--- src/rtl/uart_rx_stream.sv ---
// 8N1 UART receiver: synchronises the RX pin, validates the start and stop bits, and presents
// each byte on a valid/ready handshake with a one-entry holding register, plus error pulses.
module uart_rx_stream #(
    parameter int CLKS_PER_BIT = 868,
    parameter int CNT_W        = 16
) (
    input  logic       clk,
    input  logic       m_aresetn,
    input  logic       uart_rxd,
    output logic       rx_valid,
    output logic [7:0] rx_data,
    input  logic       rx_ready,
    output logic       rx_frame_err,
    output logic       rx_overrun
);

    // state     | meaning
    // IDLE      | line idle, waiting for rxd_s to fall
    // START     | half-bit wait, then confirm the start bit is still low
    // DATA      | sample 8 data bits at mid-bit, LSB first
    // STOP      | sample the stop bit; deliver the byte or flag a framing error
    // WAIT_HIGH | after a framing error, wait for the line to return high
    typedef enum logic [2:0] {
        S_IDLE,
        S_START,
        S_DATA,
        S_STOP,
        S_WAIT_HIGH
    } state_t;

    localparam logic [CNT_W-1:0] HALF_TC = CNT_W'(CLKS_PER_BIT / 2 - 1);
    localparam logic [CNT_W-1:0] BIT_TC  = CNT_W'(CLKS_PER_BIT - 1);

    state_t           state;
    logic             rxd_meta;
    logic             rxd_s;
    logic [CNT_W-1:0] cnt;
    logic [2:0]       bit_idx;
    logic [7:0]       shift;

    always_ff @(posedge clk or negedge m_aresetn) begin
        if (!m_aresetn) begin
            rxd_meta <= 1'b1;
            rxd_s    <= 1'b1;
        end else begin
            rxd_meta <= uart_rxd;
            rxd_s    <= rxd_meta;
        end
    end

    always_ff @(posedge clk or negedge m_aresetn) begin
        if (!m_aresetn) begin
            state        <= S_IDLE;
            cnt          <= '0;
            bit_idx      <= '0;
            shift        <= '0;
            rx_valid     <= 1'b0;
            rx_data      <= 8'h00;
            rx_frame_err <= 1'b0;
            rx_overrun   <= 1'b0;
        end else begin
            rx_frame_err <= 1'b0;
            rx_overrun   <= 1'b0;
            if (rx_valid && rx_ready) begin
                rx_valid <= 1'b0;
            end

            case (state)
                S_IDLE: begin
                    cnt <= '0;
                    if (!rxd_s) begin
                        state <= S_START;
                    end
                end
                S_START: begin
                    if (cnt == HALF_TC) begin
                        cnt <= '0;
                        if (!rxd_s) begin
                            state   <= S_DATA;
                            bit_idx <= '0;
                        end else begin
                            state <= S_IDLE;
                        end
                    end else begin
                        cnt <= cnt + 1'b1;
                    end
                end
                S_DATA: begin
                    if (cnt == BIT_TC) begin
                        cnt     <= '0;
                        shift   <= {rxd_s, shift[7:1]};
                        bit_idx <= bit_idx + 3'd1;
                        if (bit_idx == 3'd7) begin
                            state <= S_STOP;
                        end
                    end else begin
                        cnt <= cnt + 1'b1;
                    end
                end
                S_STOP: begin
                    if (cnt == BIT_TC) begin
                        cnt <= '0;
                        if (rxd_s) begin
                            state <= S_IDLE;
                            // An accept on this same edge frees the register for the new byte.
                            if (!rx_valid || rx_ready) begin
                                rx_data  <= shift;
                                rx_valid <= 1'b1;
                            end else begin
                                rx_overrun <= 1'b1;
                            end
                        end else begin
                            state        <= S_WAIT_HIGH;
                            rx_frame_err <= 1'b1;
                        end
                    end else begin
                        cnt <= cnt + 1'b1;
                    end
                end
                S_WAIT_HIGH: begin
                    cnt <= '0;
                    if (rxd_s) begin
                        state <= S_IDLE;
                    end
                end
                default: begin
                    state <= S_IDLE;
                    cnt   <= '0;
                end
            endcase
        end
    end

endmodule

--- config.mk ---
export PLATFORM = sky130hd
export DESIGN_NAME = uart_rx_stream
export DESIGN_NICKNAME = d
export VERILOG_FILES = /design/src/rtl/uart_rx_stream.sv
export SDC_FILE = /design/constraint.sdc
export NUM_CORES = 1
export LEC_CHECK = 0
export BUFFER_PORTS_ARGS = -buffer_cell sky130_fd_sc_hd__buf_2
export CORE_MARGIN = 1
export CORE_UTILIZATION = 55
export CTS_BUF_LIST = sky130_fd_sc_hd__clkbuf_16
export DETAILED_ROUTE_END_ITERATION = 10
export PLACE_DENSITY = 0.74
export SYNTH_ARGS = -nofsm -noshare
export SYNTH_HDL_FRONTEND = slang
export SYNTH_SLANG_ARGS = --single-unit
--- constraint.sdc ---
create_clock -name clk -period 3.2 [get_ports clk]
set_input_delay 0.32 -clock clk [delete_from_list [all_inputs] [get_ports clk]]
set_output_delay 0.32 -clock clk [all_outputs]
set_load 0.05 [all_outputs]
==> results.json <==
{
  "place_congestion": 0.867,
  "cellLeakagePower_nw": 1.09,
  "post-route-util_pct": 66.6,
  "dr.pass1.iters": 4,
  "clkTransAtPathRegs_ns": 0.06,
  "setup_viol": 0,
  "cp.required_ns": 3.37,
  "dp_hpwl_um": 2310,
  "fin_crit_sh_pct": 80.6,
  "dieArea_um2": 3770,
  "cap_viol_max_count": 0,
  "die_h_um": 61.4,
  "ir_worst_vdd_mv": 0.370,
  "max_slew_margin_pct": 40.8,
  "async_reset_ff_share_pct": 100,
  "wl_met2_um": 1780,
  "grt_usage_pct": 21.6,
  "seqPwrFrac_pct": 45.5,
  "synth.avg_cell_area_um2": 10.7,
  "start_util_pct": 57.7,
  "port_buffers": 14,
  "period_minus_slack_ns": 2.58,
  "seq_area_frac_synth_pct": 55.6,
  "core_area_um2": 3360,
  "cts_resized": 0,
  "max_freq_mhz": 388,
  "pre_cts_slack_ns": 0.623,
  "status": "finished clean",
  "ys_types": 37,
  "ant_nets": 0,
  "cts_setup_buffers": 0,
  "syn-num-nets": 189,
  "grt_setup_unrepaired": "false",
  "ys.flop_type": "dfrtp_1",
  "cts.path.max_buffers": 2,
  "ys_ff_latch": 43,
  "p_clk_share_pct": 53.3,
  "hold_violations": 0,
  "power.switching_mw": 0.209,
  "dr_total_vias": 1361,
  "drt_iter0_drc": 54,
  "diodes": 0,
  "numCtsBuffers": 5,
  "syn_inst": 181,
  "power_density_nw_per_um2": 538,
  "rows": 21,
  "synth-edff-count": 0,
  "cts_hold_buf": 0,
  "numClockSinks": 43,
  "cts_tree": "yes",
  "vias_per_cell": 5.56,
  "crit_path_end_kind": "register",
  "dr_wl_met3_um": 99,
  "route.detailed.drc": 0,
  "cts_max_level": 2,
  "swShare_pct": 17.4,
  "power.internal_mw": 0.995,
  "area_growth_pct": 15.4,
  "drive_gt1_share_pct": 21.6,
  "drt-total-wl_um": 3400,
  "die_w_um": 61.4,
  "start_kind": "register",
  "grt_pass1_vias": 1323,
  "multiInputGateArea_um2": 818,
  "fill_cells": 283,
  "worstPathArrival_ns": 2.74,
  "nets": 206,
  "timing.setup.tns_ns": 0,
  "hold_path.class": "input port to register",
  "fin_skew_ns": 0.00666,
  "top_layer": "met4",
  "path_max_fanout": 11,
  "grt_max_degree": 44,
  "antenna_found_initial": 0,
  "p_comb_share_pct": 1.2,
  "worst_pin_slew_ns": 0.887,
  "clk_latency_ns": 0.28,
  "grt_pass1_wl_um": 5800,
  "hold_slack_ns": 0.137,
  "slew_viol_final": 0,
  "path_class": "register to register",
  "worst_slack_ns": 0.621,
  "synth_area_um2": 1940,
  "regArea_um2": 1080,
  "ys.warnings.count": 0,
  "grt_overflow_total": 0,
  "io_pins": 15,
  "wire_per_inst_um": 13.9,
  "wl_met1_um": 1470,
  "root_buffer": "clkbuf_16"
}
[worst max-delay path, stage by stage (launching register included)]
cell	delay (ns)
dfrtp_1	0.41
ha_1	0.23
or4bb_1	0.54
or4_4	0.54
nor3_2	0.14
buf_4	0.20
a21oi_1	0.09
mux2_2	0.31
[cells by family (layout without fill, tap and decap cells)]
logic type,after synthesis,in the layout,share of synthesized area [%]
AO/OA/AOI/OAI,14,14,5.03
adder cells (fa/ha/maj),4,4,2.58
buffers and inverters,9,27,2.26
flip-flops,43,43,55.6
multiplexers,11,11,6.32
AND/OR/NAND/NOR,86,86,21.9
XOR/XNOR,14,14,6.32
[final timing paths]
path / startpoint / to / slack [ns] / cells past startpoint
min in group asynchronous: m_aresetn / rx_frame_err / 0.16 / 1
max: cnt[0] / bit_idx[0] / 0.62 / 7
min reg2reg: rxd_meta / rxd_s / 0.36 / 0
min: uart_rxd / rxd_meta / 0.14 / 1
max in group asynchronous: m_aresetn / rx_data[2] / 2.49 / 1
max reg2reg: cnt[0] / bit_idx[0] / 0.62 / 7
[Yosys cell counts, types with 2 or more instances]
cell,number,share of area (%)
nor3_1,6,1.5
inv_1,4,0.77
nor2b_1,2,0.64
or4_1,2,0.77
a22o_1,2,0.90
xor2_1,7,3.2
dfstp_2,2,2.7
dfrtp_1,41,53
a21oi_1,4,1.0
nor4_1,4,1.3
nand2_1,26,5.0
nand3_1,7,1.8
xnor2_1,7,3.2
buf_2,2,0.52
ha_1,4,2.6
nor2_1,22,4.3
nand4_1,5,1.6
nand2b_1,3,0.97
clkbuf_1,2,0.39
or4_4,2,1.2
mux2_2,10,5.8
or3_1,2,0.64
[state kept, by name, indices dropped and copies added (netlist names)]
register,count
bit_idx,3
cnt,16
rx_data,8
rx_frame_err,1
rx_overrun,1
rx_valid,1
rxd_meta,1
rxd_s,1
shift,8
state,3
[through the flow]
step	cells	area, um2	total power [mW]
2_1_floorplan	181	1940	0.560
3_3_place_gp	237	2050	0.572
3_5_place_dp	237	2050	0.573
4_1_cts	245	2240	1.22
5_1_grt	245	2240	1.25
6_report	245	2240	1.20
[layout by cell type, fill, tap and decap left out, types with 3 or more instances in the layout]
cell type,instances
dfrtp_1,41
nand2_1,26
nor2_1,22
buf_2,14
mux2_2,10
nand3_1,7
xnor2_1,7
xor2_1,7
nor3_1,6
nand4_1,5
clkbuf_16,5
inv_1,4
nor4_1,4
a21oi_1,4
ha_1,4
nand2b_1,3
[per-layer routing]
metal | vias up | track usage [%]
met5 | - | 0
met4 | 0 | 9.21
met3 | 7 | 6.09
met2 | 20 | 37.9
met1 | 677 | 24.9
li1 | 657 | -
[power groups by stage]
stage                     clock [mW]  combinational [mW]  sequential (mW)
after floorplan                    0             0.00306            0.557
after global placement             0              0.0150            0.557
after detailed placement           0              0.0155            0.557
after CTS                      0.658              0.0157            0.547
after global routing           0.683              0.0178            0.547
final                          0.642              0.0147            0.548
[cell type report]
type / count / area share [%]
Clock inverter: 3 / 3.02
Sequential cell: 43 / 48.2
Tap cell: 46 / 2.57
Inverter: 4 / 0.670
Timing Repair Buffer: 15 / 3.46
Multi-Input combinational cell: 129 / 36.5
Clock buffer: 5 / 5.59
No activity file was read; power rests on OpenSTA's default activity.
